### src/rtl/sublime_nco_pkg.sv
// Shared constants for the sublime NCO voice-path block.
package sublime_nco_pkg;

  // Default phase accumulator / address width.
  localparam int NCO_WIDTH = 32;

endpackage : sublime_nco_pkg

### src/rtl/sublime_nco.sv
// Numerically controlled oscillator: a phase accumulator plus a registered
// phase-offset adder that drives the wavetable address.
module sublime_nco
  import sublime_nco_pkg::*;
#(
  parameter int WIDTH = NCO_WIDTH
) (
  input  logic             clk,
  input  logic             rst,
  input  logic             enable,
  input  logic             sync,
  input  logic [WIDTH-1:0] freq,
  input  logic [WIDTH-1:0] offset,
  output logic [WIDTH-1:0] wave_addr
);

  logic [WIDTH-1:0] acc_q;
  logic [WIDTH-1:0] acc_d;
  logic [WIDTH-1:0] wave_q;
  logic [WIDTH-1:0] wave_d;

  // Next phase: sync restarts the phase and wins over enable; wrap is silent.
  always_comb begin
    acc_d = acc_q;
    if (sync) begin
      acc_d = '0;
    end else if (enable) begin
      acc_d = acc_q + freq;
    end
  end

  // Address uses the pre-update phase, so it trails the accumulator by one edge
  // and still follows offset changes while the phase is held.
  always_comb begin
    wave_d = acc_q + offset;
  end

  // Accumulator and output registers; reset clears both on the same edge.
  always_ff @(posedge clk) begin
    if (rst) begin
      acc_q  <= '0;
      wave_q <= '0;
    end else begin
      acc_q  <= acc_d;
      wave_q <= wave_d;
    end
  end

  assign wave_addr = wave_q;

endmodule : sublime_nco

### config.mk
export PLATFORM = sky130hd
export DESIGN_NAME = sublime_nco
export DESIGN_NICKNAME = d
export VERILOG_FILES = /design/src/rtl/sublime_nco_pkg.sv /design/src/rtl/sublime_nco.sv
export SDC_FILE = /design/constraint.sdc
export NUM_CORES = 1
export LEC_CHECK = 0
export BUFFER_PORTS_ARGS = -buffer_cell sky130_fd_sc_hd__buf_2
export CORE_ASPECT_RATIO = 1.1
export CORE_UTILIZATION = 61
export DETAILED_ROUTE_END_ITERATION = 10
export PLACE_DENSITY = 0.87
export SYNTH_ARGS = -nofsm -noshare
export SYNTH_HDL_FRONTEND = slang
export SYNTH_SLANG_ARGS = --single-unit
export TNS_END_PERCENT = 20
### constraint.sdc
create_clock -name clk -period 6.64 [get_ports clk]
set_input_delay 1.328 -clock clk [delete_from_list [all_inputs] [get_ports clk]]
set_output_delay 1.328 -clock clk [all_outputs]
set_load 0.01 [all_outputs]
# Yosys cells after proc, flatten, opt, wreduce, memory -nomap -nowiden

Index checks and enable logic that the tools add are counted.
Widths: inputs -> output; s select.

Flip-flop bits (word level): 64
Input bits: 68
Output and inout port bits: 32
Logic and storage cells: 5

Add/subtract/negate cells: 2
Reductions and logical operators: 1

Operator list:

| cell            | count |
|---|---|
| $add 32x32->32  | 2 |
| $reduce_or 2->1 | 1 |

# Logic depth before layout (Yosys ltp)

Gate-level depths: netlist of run 1.

Depth in word-level cells: 1
Gate-level depth with buffers: 11
Mapped depth without buffers: 11

# Least setup slack after synthesis of run 1

OpenSTA, ideal clock, no wires.

Kind: in2reg
Start: in freq[0]
End: reg acc_q[30]
Library setup time: 0.118 ns
Arrival: 3.332 ns
Required time: 6.522 ns
Slack: 3.190 ns
Cell stages on the path: 11
Path buffers: 0
Cells stage by stage: ha_1 fa_1 a21oi_1 o21ai_1 a22o_1 o2111ai_1 nand3_1 a311oi_2 a21oi_1 xnor2_1 o21ai_1

Cells in the longest elaborated chain, start to end: 1

Ends and longest elaborated chain:

| what                 | RTL line          | source |
|---|---|---|
| start, declared      | sublime_nco.sv:12 | `input logic [WIDTH-1:0] freq,` |
| $add 32x32->32       | sublime_nco.sv:28 | `acc_d = acc_q + freq;` |
| end signal, assigned | sublime_nco.sv:41 | `acc_q <= '0;` |
| end signal, assigned | sublime_nco.sv:44 | `acc_q <= acc_d;` |
| end, declared        | sublime_nco.sv:17 | `logic [WIDTH-1:0] acc_q;` |

No other way between the ends.
A chain may end at the register's enable or synchronous reset.

# Worst setup path after layout of run 1

Start: in offset[0]
End: reg wave_q[30] (netlist: wave_addr[30])

Cells in the longest elaborated chain, start to end: 1

Ends and longest elaborated chain:

| what                 | RTL line          | source |
|---|---|---|
| start, declared      | sublime_nco.sv:13 | `input logic [WIDTH-1:0] offset,` |
| $add 32x32->32       | sublime_nco.sv:35 | `wave_d = acc_q + offset;` |
| end signal, assigned | sublime_nco.sv:45 | `wave_q <= wave_d;` |
| end, declared        | sublime_nco.sv:19 | `logic [WIDTH-1:0] wave_q;` |

No other way between the ends.

==> results of run 1 <==
synth_stat cells, types with 2 or more instances:
cell and n:
nor2b_1 7, o31ai_1 2, nor3_1 11, a31oi_1 5, o21ai_0 21, nor3b_1 2
nand4_1 11, o21bai_1 6, buf_2 4, o21a_2 2, a21oi_2 3, o21ai_1 17
buf_1 2, or2_2 2, xnor2_1 29, mux2i_1 16, a21oi_1 57, and3_1 4
clkbuf_1 13, nand3_1 16, nand2b_1 5, or3_1 5, dfxtp_1 64, nand2_1 28
a211oi_1 6, a21o_1 37, nor2_1 89, inv_1 12, xor2_1 25, o21a_1 7
ha_1 62, fa_1 2
worst min-delay path, cell delays in order (launching register included):
cell     delay, ns
dfxtp_1       0.35
nand2_1       0.06
o21ai_1       0.05
report_power, final:
part | switching [mW] | internal (mW)
logic | 0.174 | 0.135
registers | 0.0144 | 0.412
clock network | 0.159 | 0.222
total | 0.348 | 0.769
cell families after synthesis:
| kind of cell | share of synthesized area (%) |
|---|---|
| multiplexers | 3.76 |
| buffers and inverters | 2.45 |
| AO/OA/AOI/OAI | 24.4 |
| XOR/XNOR | 9.55 |
| adder cells (fa/ha/maj) | 16.5 |
| flip-flops | 25.9 |
| AND/OR/NAND/NOR | 17.5 |
layout make-up:
cell class	instances	area (um^2)
inverters	12	45.0
clock inverters	3	65.1
multi-input cells	506	3550
clock buffers	13	149
fillers	619	2150
flip-flops and latches	64	1280
well taps	108	135
repair buffers	99	495
metrics by stage:
stage	area [um^2]	setup WS, ns	total power, mW	util [%]	cells
6_report	5720	3.12	1.12	72.7	805
2_1_floorplan	4950	3.19	0.655	-	601
3_3_place_gp	5510	2.88	0.729	70.0	789
3_5_place_dp	5510	2.80	0.739	70.0	789
4_1_cts	5720	3.15	1.12	72.7	805
5_1_grt	5720	2.94	1.17	72.7	805
sequential cells by signal (all words and copies together), names as in the netlist:
register,flops
acc_q,32
wave_addr,32
metal layers:
layer,GRT usage (%),vias up
met5,0,-
met4,13.9,0
met3,3.74,36
met2,49.4,208
met1,37.4,2189
li1,-,2357
path summary, 6_finish.rpt:
| check | end | depth (start not counted) |
|---|---|---|
| max reg2reg | wave_addr[30]$_SDFF_PP0_ | 11 |
| max | wave_addr[30]$_SDFF_PP0_ | 12 |
| min reg2reg | acc_q[24]$_SDFFE_PP0P_ | 2 |
| min | acc_q[24]$_SDFFE_PP0P_ | 2 |
==> impl_metrics.yaml, run 1 <==
run_status:
  status: "finished clean"
critical_path:
  crit_path_cell_trace: "buf_2 -> ha_1 -> fa_1 -> a21oi_1 -> o21ai_1 -> a21oi_2 -> o21a_2 -> o21ai_1 -> o221ai_1 -> o21ai_1 -> xnor2_1 -> nor2_1"
  rrSetupSlack_ns: 3.87
  cp_slowest_stage_delay_ns: 0.40
  crit_family: "compound AO/OA/AOI/OAI gates"
  crit_fanout: 5
  crit_top_cell: "o21ai_1"
  critical_path_arrival_ns: 3.73
  critPathRequiredTime_ns: 6.85
  critPathCaptureType: "flip-flop"
  crit_buf_inv: 1
  worstSetupPathType: "in -> reg"
  r2r_start: "acc_q[0]$_SDFFE_PP0P_"
  worstSetupStartpoint: "offset[0]"
  crit_path_start_kind: "primary input"
  critPathSlowestCell: "fa_1"
cts:
  cts.path.max_buffers: 2
  cts_resized: 0
  cts_tree: "yes"
  post_cts_buffers: 0
  tritoncts.num_buffers: 9
  ctsHoldBuffers: 0
  clk_pin_slew_worst_paths_ns: 0.07
  clock_sinks: 64
  clkLatencyLatePin_ns: 0.35
  root_buffer: "clkbuf_8"
  cts.htree.levels: 3
drt:
  drt-met1-wl_um: 5290
  routed.top_layer: "met4"
  via_per_inst: 5.95
  routed_wl_um: 12200
  wl_met2_um: 5810
  drt-pass1-iter-count: 5
  wl_met3_um: 746
  vias: 4790
  first_iter_violations: 230
  wl_per_cell_um: 15.2
  detail-route-antenna-nets: 0
  remaining_drc_errors: 0
power:
  ir_drop_v: 0.000111
  p_leak_nw: 2.92
  power.density_nw_per_um2: 195
logic_synthesis:
  syn_area_um2: 4950
  synth-main-ff-cell: "dfxtp_1"
  synth_edf_count: 0
  synthArstFlopShare_pct: 0
  avgSynthCellArea_um2: 8.24
  syn-instance-count: 601
  netlist_top_cells_area: "dfxtp_1 26%, ha_1 16%, nor2_1 6.7%, a21oi_1 5.8%, a21o_1 5.6%"
  synth_seq_cells: 64
  synth_warnings: 0
  ys_seq_area_share_pct: 25.9
  synth_top_area_share_pct: 25.9
  synth_top_area_cell: "dfxtp_1"
  syn_nets: 733
  synth_cell_types: 61
layout:
  final_common_cell: "buf_2"
  layout.nets: 824
  antenna_cells: 0
  drive_above_1_share_pct: 19.4
  final_cell_mix: "99 x buf_2, 89 x nor2_1, 64 x dfxtp_1, 62 x ha_1, 57 x a21oi_1"
  area_growth_pct: 15.5
floorplanning:
  rows: 34
  die_w_um: 87.9
  coreArea_um2: 7870
  die_h_um: 96.5
  start_util_pct: 62.9
  dieArea_um2: 8480
  ios: 100
timing:
  fmax_mhz: 284
  rsz0062_at_grt: "no"
  timing.final.crit_share_pct: 53.0
  worst_slew_pin_slew_ns: 0.697
  finalSetupViolations: 0
  drv_slew: 0
  slew_headroom_pct: 53.5
  hold_slack_ns: 0.504
  skew_ns: 0.00808
  fin_crit_ns: 3.52
  fin_setup_tns_ns: 0
  hold_viol_final: 0
placed_design:
  io_buffer_count: 99
  dp_hpwl_um: 9340
  place.gp.congestion: 0.896
worst_hold_path:
  hold_class: "reg -> reg"
  hold_start: "acc_q[24]$_SDFFE_PP0P_"
grt:
  grtUsageTotal_pct: 29.4
  grt-ovfl-total: 0
  grt_pass1_wl_um: 19400
  grt_pass1_vias: 4378
  antenna_found_initial: 0
  grt_max_degree: 38
flow_run:
  cap_violations: 0
(Power assumes the default switching activity.)
==> run 2: changes to the inputs <==
- CORE_UTILIZATION: 61 -> 51
- PLACE_DENSITY: 0.87 -> 0.78
- clock period: 6.64 -> 2.9 ns (I/O delays scaled with it)
==> run 2 against run 1 <==
Clock skew up 0.0033 ns. Utilization down 9.6 points. Largest power group unchanged. First-iteration DRC count decreased by 32%. Count of clock-buffer cells in the layout fell by 1. Design area up 3.7%. Via count fell by 2.7%. Total power is 130% higher.
==> impl_metrics.yaml, run 2 (synthesized netlist as in run 1, its figures left out) <==
run_status:
  status: "finished clean"
layout:
  final_common_cell: "buf_2"
  final_cell_mix: "99 x buf_2, 89 x nor2_1, 64 x dfxtp_1, 62 x ha_1, 56 x a21oi_1"
  area_growth_pct: 19.8
  fin_cells: 839
  layout.nets: 850
  fillers: 828
  antenna_cells: 0
  drive_above_1_share_pct: 23.0
  final_core_util_pct: 63.1
drt:
  drt-pass1-iter-count: 4
  detail-route-antenna-nets: 0
  vias: 4661
  first_iter_violations: 157
  wl_per_cell_um: 14.5
  via_per_inst: 5.56
  routed_wl_um: 12200
  remaining_drc_errors: 0
floorplanning:
  coreArea_um2: 9400
  start_util_pct: 52.7
  die_w_um: 96.0
  ios: 100
  rows: 37
  dieArea_um2: 10100
  die_h_um: 105
cts:
  cts.htree.levels: 3
  clk_pin_slew_worst_paths_ns: 0.08
  cts_tree: "yes"
  ctsHoldBuffers: 0
  clkLatencyLatePin_ns: 0.36
  tritoncts.num_buffers: 9
  clock_sinks: 64
  root_buffer: "clkbuf_8"
  cts.path.max_buffers: 2
power:
  power.density_nw_per_um2: 427
  p_switching_mw: 0.796
  p_int_mw: 1.74
  p_leak_nw: 3.05
  switching_share_pct: 31.4
  ir_drop_v: 0.000233
  power.share.clock_pct: 32.3
  seq_power_share_pct: 38.5
  pwr-share-comb_pct: 29.2
timing:
  worst_slew_pin_slew_ns: 0.662
  fin_crit_ns: 2.74
  fmax_mhz: 365
  slew_headroom_pct: 55.9
  fin_setup_tns_ns: 0
  layout_setup_ws_ns: 0.158
  skew_ns: 0.0114
  hold_viol_final: 0
  finalSetupViolations: 0
  timing.final.crit_share_pct: 94.6
  drv_slew: 0
placed_design:
  io_buffer_count: 99
  dpl.cell_count: 823
  pre_cts_ws_ns: -0.172
  dp_hpwl_um: 9650
  place.gp.congestion: 0.872
grt:
  antenna_found_initial: 0
  grt-ovfl-total: 0
  grtUsageTotal_pct: 25.3
  grt_pass1_wl_um: 20000
  grt_max_degree: 38
  grt_pass1_vias: 4404
critical_path:
  critPathCaptureType: "flip-flop"
  critPathRequiredTime_ns: 3.14
  crit_path_start_kind: "flip-flop"
  crit_fanout: 3
  critical_path_arrival_ns: 2.99
  worstSetupPathType: "reg -> reg"
worst_hold_path:
  hold_class: "reg -> reg"
flow_run:
  cap_violations: 0
run 2: repair_timing:
action,in CTS,in global routing
hold endpoints to repair,0,0
setup endpoints to repair,0,3
setup buffers,0,1
gates resized for setup,0,3
run 2: cell type report:
cell class	count	area [um^2]	area share [%]
multi-input cells	506	3560	60.1
repair buffers	125	691	11.6
well taps	117	146	2.47
clock inverters	3	40.0	0.675
clock buffers	12	165	2.78
flip-flops and latches	64	1280	21.6
inverters	12	45.0	0.759
run 2: final timing paths:
| path | start | end | slack [ns] | cells past startpoint |
|---|---|---|---|---|
| worst max-delay path | acc_q[0]$_SDFFE_PP0P_ | acc_q[28]$_SDFFE_PP0P_ | 0.16 | 11 |
| worst min-delay path | acc_q[30]$_SDFFE_PP0P_ | acc_q[30]$_SDFFE_PP0P_ | 0.49 | 2 |
| worst max register to register | acc_q[0]$_SDFFE_PP0P_ | acc_q[28]$_SDFFE_PP0P_ | 0.16 | 11 |
| worst min register to register | acc_q[30]$_SDFFE_PP0P_ | acc_q[30]$_SDFFE_PP0P_ | 0.49 | 2 |
run 2: critical path, cell delays in order (launching register included):
cell,delay (ns)
dfxtp_1,0.34
ha_1,0.22
fa_1,0.41
a21oi_2,0.18
o21ai_1,0.10
a22o_1,0.22
o2111ai_2,0.23
nand3_2,0.15
a311oi_2,0.34
buf_4,0.17
xor2_1,0.19
o21ai_1,0.08
run 2: power groups by stage:
stage	sequential (mW)	combinational (mW)	clock (mW)
3_5_place_dp	0.996	0.730	0
3_3_place_gp	0.994	0.710	0
4_1_cts	0.976	0.735	0.836
5_1_grt	0.984	0.826	0.875
6_report	0.976	0.740	0.820
2_1_floorplan	1.01	0.486	0
run 2: routing by layer:
layer | part of all wire [%] | up-vias | track usage (%)
li1 | - | 2416 | -
met1 | 47 | 2129 | 32.9
met2 | 48 | 100 | 42.6
met3 | 4.0 | 16 | 2.89
met4 | 1.7 | 0 | 9.28
met5 | 0 | - | 0
run 2: through the flow:
| step | instance area (um^2) | hold slack (ns) | power, mW |
|---|---|---|---|
| after floorplan | 4950 | 0.448 | 1.50 |
| after global placement | 5710 | 0.470 | 1.70 |
| after detailed placement | 5710 | 0.479 | 1.73 |
| after CTS | 5910 | 0.489 | 2.55 |
| after global routing | 5930 | 0.527 | 2.69 |
| final | 5930 | 0.492 | 2.54 |
